### src/rtl/pixel_stream_bridge_if.sv
`default_nettype none
// =============================================================================
// Module   : pixel_stream_bridge_if
// Brief    : SPI, engine, UART and status signals of the pixel stream bridge.
// Revision : 1.0 - initial release
// =============================================================================
interface pixel_stream_bridge_if #(
    parameter int DATA_W = 8,
    parameter int DEPTH  = 16
);
    localparam int CNT_W = $clog2(DEPTH + 1);

    logic              rx_valid;
    logic [DATA_W-1:0] rx_data;
    logic [DATA_W-1:0] tx_data;
    logic              bypass;
    logic              proc_en;
    logic [DATA_W-1:0] proc_in;
    logic [DATA_W-1:0] proc_out;
    logic              mirror_en;
    logic              uart_start;
    logic [DATA_W-1:0] uart_data;
    logic              uart_busy;
    logic              clr;
    logic [CNT_W-1:0]  in_count;
    logic [CNT_W-1:0]  out_count;
    logic              ovf;
    logic              udf;
    logic              uart_drop;

    modport slave (
        input  rx_valid, rx_data, bypass, proc_out, mirror_en, uart_busy, clr,
        output tx_data, proc_en, proc_in, uart_start, uart_data,
               in_count, out_count, ovf, udf, uart_drop
    );

    modport master (
        output rx_valid, rx_data, bypass, proc_out, mirror_en, uart_busy, clr,
        input  tx_data, proc_en, proc_in, uart_start, uart_data,
               in_count, out_count, ovf, udf, uart_drop
    );
endinterface
`default_nettype wire

### src/rtl/pixel_stream_bridge.sv
`default_nettype none
// =============================================================================
// Module   : pixel_stream_bridge
// Brief    : Full-duplex SPI <-> pixel engine bridge with credit-controlled issue,
//            output result queue, UART mirror and sticky diagnostics.
// Revision : 1.0 - initial release
// =============================================================================
module pixel_stream_bridge #(
    parameter int                DATA_W   = 8,
    parameter int                DEPTH    = 16,
    parameter int                PROC_LAT = 2,
    parameter logic [DATA_W-1:0] FILL     = '0
) (
    input  logic                 clk,
    input  logic                 rst,
    pixel_stream_bridge_if.slave bus
);
    localparam int CNT_W = $clog2(DEPTH + 1);
    localparam int PTR_W = $clog2(DEPTH);
    localparam int SUM_W = $clog2(DEPTH + PROC_LAT + 1);

    typedef enum logic [0:0] {S_IDLE = 1'b0, S_PEND = 1'b1} uart_state_t;

    logic [DATA_W-1:0]   r_in_mem  [DEPTH];
    logic [DATA_W-1:0]   r_out_mem [DEPTH];
    logic [DATA_W-1:0]   r_dly     [PROC_LAT];
    logic [PTR_W-1:0]    r_in_wr, r_in_rd, r_out_wr, r_out_rd;
    logic [CNT_W-1:0]    r_in_count, r_out_count;
    logic [PROC_LAT-1:0] r_vld_sr, r_byp_sr;
    logic [DATA_W-1:0]   r_tx_data, r_uart_data;
    logic                r_ovf, r_udf, r_uart_drop;
    uart_state_t         r_state, w_state_next;

    logic              w_in_push, w_issue, w_credit, w_cap, w_out_pop;
    logic              w_mirror_load, w_uart_start, w_uart_drop;
    logic [SUM_W-1:0]  w_inflight;
    logic [DATA_W-1:0] w_in_head, w_cap_data, w_tx_next;

    assign w_in_head = r_in_mem[r_in_rd];
    assign w_in_push = bus.rx_valid && (r_in_count < CNT_W'(DEPTH));

    always_comb begin
        w_inflight = '0;
        for (int i = 0; i < PROC_LAT; i++) begin
            w_inflight = w_inflight + SUM_W'(r_vld_sr[i]);
        end
    end

    // Credits count results still in flight so a capture always finds room.
    assign w_credit      = (SUM_W'(r_out_count) + w_inflight) < SUM_W'(DEPTH);
    assign w_issue       = (r_in_count != '0) && w_credit;
    assign w_cap         = r_vld_sr[PROC_LAT-1];
    assign w_cap_data    = r_byp_sr[PROC_LAT-1] ? r_dly[PROC_LAT-1] : bus.proc_out;
    assign w_out_pop     = bus.rx_valid && (r_out_count != '0);
    assign w_tx_next     = w_out_pop ? r_out_mem[r_out_rd] : FILL;
    assign w_mirror_load = bus.rx_valid && bus.mirror_en;

    always_ff @(posedge clk) begin
        if (w_in_push) r_in_mem[r_in_wr] <= bus.rx_data;
        if (w_cap)     r_out_mem[r_out_wr] <= w_cap_data;
        r_dly[0] <= w_in_head;
        for (int i = 1; i < PROC_LAT; i++) begin
            r_dly[i] <= r_dly[i-1];
        end
    end

    always_ff @(posedge clk or posedge rst) begin
        if (rst) begin
            r_in_wr     <= '0;
            r_in_rd     <= '0;
            r_in_count  <= '0;
            r_out_wr    <= '0;
            r_out_rd    <= '0;
            r_out_count <= '0;
            r_vld_sr    <= '0;
            r_byp_sr    <= '0;
            r_tx_data   <= FILL;
            r_uart_data <= '0;
            r_ovf       <= 1'b0;
            r_udf       <= 1'b0;
            r_uart_drop <= 1'b0;
        end else begin
            if (w_in_push) r_in_wr <= r_in_wr + 1'b1;
            if (w_issue)   r_in_rd <= r_in_rd + 1'b1;
            r_in_count <= r_in_count + CNT_W'(w_in_push) - CNT_W'(w_issue);

            if (w_cap)     r_out_wr <= r_out_wr + 1'b1;
            if (w_out_pop) r_out_rd <= r_out_rd + 1'b1;
            r_out_count <= r_out_count + CNT_W'(w_cap) - CNT_W'(w_out_pop);

            r_vld_sr[0] <= w_issue;
            r_byp_sr[0] <= bus.bypass;
            for (int i = 1; i < PROC_LAT; i++) begin
                r_vld_sr[i] <= r_vld_sr[i-1];
                r_byp_sr[i] <= r_byp_sr[i-1];
            end

            if (bus.rx_valid)  r_tx_data   <= w_tx_next;
            if (w_mirror_load) r_uart_data <= w_tx_next;

            // A set event in the same cycle as clr takes priority.
            r_ovf       <= (bus.rx_valid && !w_in_push) || (r_ovf && !bus.clr);
            r_udf       <= (bus.rx_valid && !w_out_pop) || (r_udf && !bus.clr);
            r_uart_drop <= w_uart_drop || (r_uart_drop && !bus.clr);
        end
    end

    always_ff @(posedge clk or posedge rst) begin
        if (rst) r_state <= S_IDLE;
        else     r_state <= w_state_next;
    end

    always_comb begin
        w_state_next = r_state;
        w_uart_start = 1'b0;
        w_uart_drop  = 1'b0;
        case (r_state)
            S_IDLE: begin
                if (w_mirror_load) w_state_next = S_PEND;
            end
            S_PEND: begin
                if (!bus.uart_busy) begin
                    w_uart_start = 1'b1;
                    w_state_next = S_IDLE;
                end
                // A byte that has just been started is not lost by the overwrite.
                if (w_mirror_load) begin
                    w_state_next = S_PEND;
                    w_uart_drop  = bus.uart_busy;
                end
            end
            default: w_state_next = S_IDLE;
        endcase
    end

    assign bus.tx_data    = r_tx_data;
    assign bus.proc_en    = w_issue && !bus.bypass;
    assign bus.proc_in    = (w_issue && !bus.bypass) ? w_in_head : '0;
    assign bus.uart_start = w_uart_start;
    assign bus.uart_data  = r_uart_data;
    assign bus.in_count   = r_in_count;
    assign bus.out_count  = r_out_count;
    assign bus.ovf        = r_ovf;
    assign bus.udf        = r_udf;
    assign bus.uart_drop  = r_uart_drop;
endmodule
`default_nettype wire

### src/flat_wrapper.sv
// flat-port wrapper written by rule: the top's interface ports become plain ports
module pixel_stream_bridge_flat 
#(
    parameter int                DATA_W   = 8,
    parameter int                DEPTH    = 16,
    parameter int                PROC_LAT = 2,
    parameter logic [DATA_W-1:0] FILL     = '0
)
  (clk, rst, bus_rx_valid, bus_rx_data, bus_bypass, bus_proc_out, bus_mirror_en, bus_uart_busy, bus_clr, bus_tx_data, bus_proc_en, bus_proc_in, bus_uart_start, bus_uart_data, bus_in_count, bus_out_count, bus_ovf, bus_udf, bus_uart_drop);
  pixel_stream_bridge_if #(.DATA_W(DATA_W), .DEPTH(DEPTH)) bus_i ();
  input  logic clk;
  input  logic rst;
  input wire logic [$bits(bus_i.rx_valid)-1:0] bus_rx_valid;
  input wire logic [$bits(bus_i.rx_data)-1:0] bus_rx_data;
  input wire logic [$bits(bus_i.bypass)-1:0] bus_bypass;
  input wire logic [$bits(bus_i.proc_out)-1:0] bus_proc_out;
  input wire logic [$bits(bus_i.mirror_en)-1:0] bus_mirror_en;
  input wire logic [$bits(bus_i.uart_busy)-1:0] bus_uart_busy;
  input wire logic [$bits(bus_i.clr)-1:0] bus_clr;
  output wire logic [$bits(bus_i.tx_data)-1:0] bus_tx_data;
  output wire logic [$bits(bus_i.proc_en)-1:0] bus_proc_en;
  output wire logic [$bits(bus_i.proc_in)-1:0] bus_proc_in;
  output wire logic [$bits(bus_i.uart_start)-1:0] bus_uart_start;
  output wire logic [$bits(bus_i.uart_data)-1:0] bus_uart_data;
  output wire logic [$bits(bus_i.in_count)-1:0] bus_in_count;
  output wire logic [$bits(bus_i.out_count)-1:0] bus_out_count;
  output wire logic [$bits(bus_i.ovf)-1:0] bus_ovf;
  output wire logic [$bits(bus_i.udf)-1:0] bus_udf;
  output wire logic [$bits(bus_i.uart_drop)-1:0] bus_uart_drop;
  assign bus_i.rx_valid = bus_rx_valid;
  assign bus_i.rx_data = bus_rx_data;
  assign bus_i.bypass = bus_bypass;
  assign bus_i.proc_out = bus_proc_out;
  assign bus_i.mirror_en = bus_mirror_en;
  assign bus_i.uart_busy = bus_uart_busy;
  assign bus_i.clr = bus_clr;
  assign bus_tx_data = bus_i.tx_data;
  assign bus_proc_en = bus_i.proc_en;
  assign bus_proc_in = bus_i.proc_in;
  assign bus_uart_start = bus_i.uart_start;
  assign bus_uart_data = bus_i.uart_data;
  assign bus_in_count = bus_i.in_count;
  assign bus_out_count = bus_i.out_count;
  assign bus_ovf = bus_i.ovf;
  assign bus_udf = bus_i.udf;
  assign bus_uart_drop = bus_i.uart_drop;
  pixel_stream_bridge #(.DATA_W(DATA_W), .DEPTH(DEPTH), .PROC_LAT(PROC_LAT), .FILL(FILL)) u_core (.clk(clk), .rst(rst), .bus(bus_i));
endmodule
### config.mk
export PLATFORM = sky130hd
export DESIGN_NAME = pixel_stream_bridge_flat
export DESIGN_NICKNAME = d
export VERILOG_FILES = /design/src/rtl/pixel_stream_bridge_if.sv /design/src/rtl/pixel_stream_bridge.sv /design/src/flat_wrapper.sv
export SDC_FILE = /design/constraint.sdc
export NUM_CORES = 1
export LEC_CHECK = 0
export CAP_MARGIN = 20
export CORE_ASPECT_RATIO = 1.2
export CORE_MARGIN = 5
export CORE_UTILIZATION = 54
export CTS_CLUSTER_SIZE = 20
export DETAILED_ROUTE_END_ITERATION = 10
export PLACE_DENSITY = 0.79
export SLEW_MARGIN = 20
export SYNTH_ARGS = -nofsm -noshare
export SYNTH_HDL_FRONTEND = slang
export SYNTH_SLANG_ARGS = --single-unit
export TNS_END_PERCENT = 100
### constraint.sdc
create_clock -name clk -period 3 [get_ports clk]
set_input_delay 0.6 -clock clk [delete_from_list [all_inputs] [get_ports clk]]
set_output_delay 0.6 -clock clk [all_outputs]
set_load 0.005 [all_outputs]
==> results.md <==
* Run status: finished, violations left
* Violations in the final reports: setup timing
* Relative max-transition margin at 0.418
* Multi-input gate area at around 3500 µm²
* Vias per std cell at ~5.7
* Clock Skews at ~0.016 ns
* Most common cell in the netlist: sky130_fd_sc_hd__edfxtp_1
* Half-perimeter wire length after placement at 17600 µm
* X dimension of the die at 151 µm
* Reg-to-Reg Start: u_core.r_vld_sr[1]
* Setup slack, reg-to-reg at -0.03 ns
* Final setup slack of the worst path at -0.118 ns
* Initial cell density of the core at 0.544
* Vias in the first global route at roughly 7.1k
* Share of the yosys chip area belonging to registers at 0.715
* Hold slack final at between 0.3 and 0.4 ns
* Minimum period implied by the final worst setup slack at 3.12 ns
* Clock Tree Root: sky130_fd_sc_hd__clkbuf_16
* Overall routed net length at around 26000 µm
* IO buf count at approximately 60
* Crit path to: bus_proc_in[5]
* Area share of the leading cell type in the synthesized netlist at 0.593
* Number of antenna violations at the first check in global routing at 0
* Warnings from Yosys at 0
* Core area at ~24000 µm²
* Post-synthesis instance area at 13000 µm²
* Final count of negative-setup-slack endpoints at 10
* HP Class: reg -> reg
* ANT nets after route at 0
* Synth cell types at 51
* Share of flip-flops with an asynchronous set or reset at 0.155
* Clk slew on worst S/H paths at 0.06 ns
* Post-route non-filler standard cell count at ~1.1k
* Least-Margin Pin Slew at ~0.87 ns
* CP arrival at 2.52 ns
* Final total power at 15.5 mW
* Global-route wire length before repair at 40900 µm
* Seq cells post-synth at 322
* Pin count of the biggest net entering global routing at 51
* Data required time of the critical path at 2.40 ns
* DRC violation count after routing at 0
* Ant diodes at 0
* Critical path endpoint category: output pin
* Mean instance size in the synthesized netlist at roughly 19 µm²
* Synthesized Nets at 744
* Library cell with the largest summed area after synthesis: sky130_fd_sc_hd__edfxtp_1
* Setup TNS at -0.439 ns
* Maximum count of clock buffers along a single path at 3
* Hold depth at 0
* Via Count at between 6k and 7k
* # nets final at approximately 850
* Sink count of the clock tree at between 300 and 400
* Vertical die dimension at 180 µm
* Maximum clock frequency at about 320 MHz
* Final core area utilization at 0.642
* FP Rows at 62
* Final hold violations at 0
* Critical Path Start: u_core.r_in_rd[0]
* Global-route usage over all layers at 0.197
* Area after DPL at roughly 14000 µm²
* Final period util at 1.04
* Iteration-0 DRC count of the detailed router at approximately 430
* Fin. max-slew vios at 0
* Placed Cells incl. Taps at about 1.1k
* Filler Cells Inserted at 1612
* Die ar. at between 20000 and 30000 µm²
* Dominant cells by area after synthesis: sky130_fd_sc_hd__edfxtp_1, sky130_fd_sc_hd__dfrtp_1, sky130_fd_sc_hd__mux4_2
* H-Tree Level Count at 1
* Drt wl/cell at approximately 23 µm
* Unrepaired setup endpoints after global routing: yes
* Share of cells above drive strength 1 at 0.236
* Count of cells along the worst register-to-register path at 16
* Crit-path max FO at 8
* Post-route cell area at 15300 µm²
* Startpoint-to-endpoint class of the critical path: reg -> out
* Clock tree from TritonCTS: yes
* Seq. cell area at just over 9000 µm²
* Endpoint of the worst-slack reg-to-reg timing path: u_core.bus.in_count[4]
* Worst slack after detailed placement at -0.143 ns
* Static leakage power at about 5.4 nW
* RD Place Congestion at ~0.83
* Number of flops mapped to enable cells by yosys at around 260
* Critical path startpoint category: flop
* Sum of overflow across all layers after global routing at 0
* Signed area change from the synthesized netlist to the final layout at 18.0%
* Post-synth top cells: sky130_fd_sc_hd__edfxtp_1, sky130_fd_sc_hd__dfrtp_1, sky130_fd_sc_hd__mux4_2, sky130_fd_sc_hd__and2_1
* Number of violations of the max-capacitance limit at 0
* Detailed-routing iteration count for the pre-antenna-repair pass at 5
* Number of buffers created by CTS at 30
* Ports placed on the boundary at 62
* Skew-Pair Late Insertion Delay at 0.55 ns
* Peak VDD IR at roughly 0.6 mV
* Post-synthesis instance total at between 600 and 700
* Commonest register cell after synthesis: sky130_fd_sc_hd__edfxtp_1
* Cell Pwr Density at 1010 nW/µm²
## flip-flops by register name (all words and copies together), names as in the netlist, 5 cells and up
| register | count |
|---|---|
| u_core.r_in_mem | 128 |
| u_core.bus.out_count | 5 |
| u_core.bus.uart_data | 8 |
| u_core.r_out_mem | 128 |
| u_core.bus.tx_data | 8 |
| u_core.r_dly | 16 |
| u_core.bus.in_count | 5 |
## metal layers
metal	global-route usage	vias up	part of all wire
met2	0.348	183	0.53
met5	0	-	0
li1	-	2934	-
met4	0.0606	0	0.029
met1	0.248	3405	0.39
met3	0.0312	47	0.051
## cells in the final DEF, fill, tap and decap left out, types with 5 or more instances in the layout
cell,synthesis,layout
sky130_fd_sc_hd__o21ai_0,6,5
sky130_fd_sc_hd__mux2_2,6,6
sky130_fd_sc_hd__nor2_1,15,15
sky130_fd_sc_hd__a211oi_1,12,12
sky130_fd_sc_hd__a22o_1,7,7
sky130_fd_sc_hd__nor2b_1,24,20
sky130_fd_sc_hd__xnor2_1,15,15
sky130_fd_sc_hd__ha_1,25,20
sky130_fd_sc_hd__clkinv_2,0,6
sky130_fd_sc_hd__edfxtp_1,256,256
sky130_fd_sc_hd__dfxtp_1,16,16
sky130_fd_sc_hd__inv_2,3,8
sky130_fd_sc_hd__clkbuf_16,0,32
sky130_fd_sc_hd__nand2_1,25,25
sky130_fd_sc_hd__mux4_1,8,8
sky130_fd_sc_hd__xor2_1,5,5
sky130_fd_sc_hd__mux2_1,9,9
sky130_fd_sc_hd__o31ai_2,5,5
sky130_fd_sc_hd__clkbuf_1,6,11
sky130_fd_sc_hd__inv_1,24,19
sky130_fd_sc_hd__a22oi_2,4,7
sky130_fd_sc_hd__buf_4,0,34
sky130_fd_sc_hd__buf_2,13,8
sky130_fd_sc_hd__o21ai_1,4,5
sky130_fd_sc_hd__clkdlybuf4s50_1,0,52
sky130_fd_sc_hd__buf_12,3,5
sky130_fd_sc_hd__mux2i_1,22,22
sky130_fd_sc_hd__mux4_2,48,48
sky130_fd_sc_hd__o221ai_1,5,5
sky130_fd_sc_hd__and2_1,33,33
sky130_fd_sc_hd__dfrtp_1,50,47
## worst max-delay path, cell delays in order, from the launching register on
cell	delay, ns
sky130_fd_sc_hd__dfrtp_2	0.40
sky130_fd_sc_hd__buf_12	0.14
sky130_fd_sc_hd__buf_12	0.13
sky130_fd_sc_hd__mux4_2	0.51
sky130_fd_sc_hd__a22oi_2	0.29
sky130_fd_sc_hd__o41ai_4	0.18
sky130_fd_sc_hd__nor2b_2	0.19
sky130_fd_sc_hd__buf_2	0.12
## worst min path at each step
stage	from	end	slack, ns
after global placement	u_core.r_dly[0][0]	u_core.r_dly[0][8]	0.32
after CTS	u_core.r_dly[0][5]	u_core.r_dly[0][13]	0.33
final	u_core.r_dly[0][5]	u_core.r_dly[0][13]	0.33
after floorplan	u_core.r_dly[0][2]	u_core.r_dly[0][10]	0.31
after global routing	u_core.r_dly[0][0]	u_core.r_dly[0][8]	0.34
after detailed placement	u_core.r_dly[0][5]	u_core.r_dly[0][13]	0.31
## timing repair
action                     in CTS  in global routing
buffers inserted               18                  2
cloned                          1                  0
hold buffers                    0                  0
setup endpoints to repair      10                 10
pin swaps                      15                  3
resized for setup              68                 10
## power by group
group	leakage (nW)	switching, mW	internal, mW
combinational	1.90	2.71	2.73
clock	0.477	1.57	2.15
sequential	3.04	0.528	5.76
## cell type report
type / count / share of cell area
sequential: 322 / 0.606
multi-input combinational: 318 / 0.232
timing repair buffer: 105 / 0.0655
clock buffer: 45 / 0.0561
tap: 320 / 0.0262
clock inverter: 11 / 0.00769
inverter: 27 / 0.00663
## cell families after synthesis
group / after synthesis / synth area share
AOI/OAI and AO/OA: 65 / 0.0432
DFF: 322 / 0.715
muxes: 93 / 0.130
xor gates and xnor gates: 20 / 0.0135
and+or+nand+nor: 113 / 0.0483
adders and majority gates: 27 / 0.0272
buffers and inverters: 54 / 0.0236
Power figures use the tool's default switching activity.
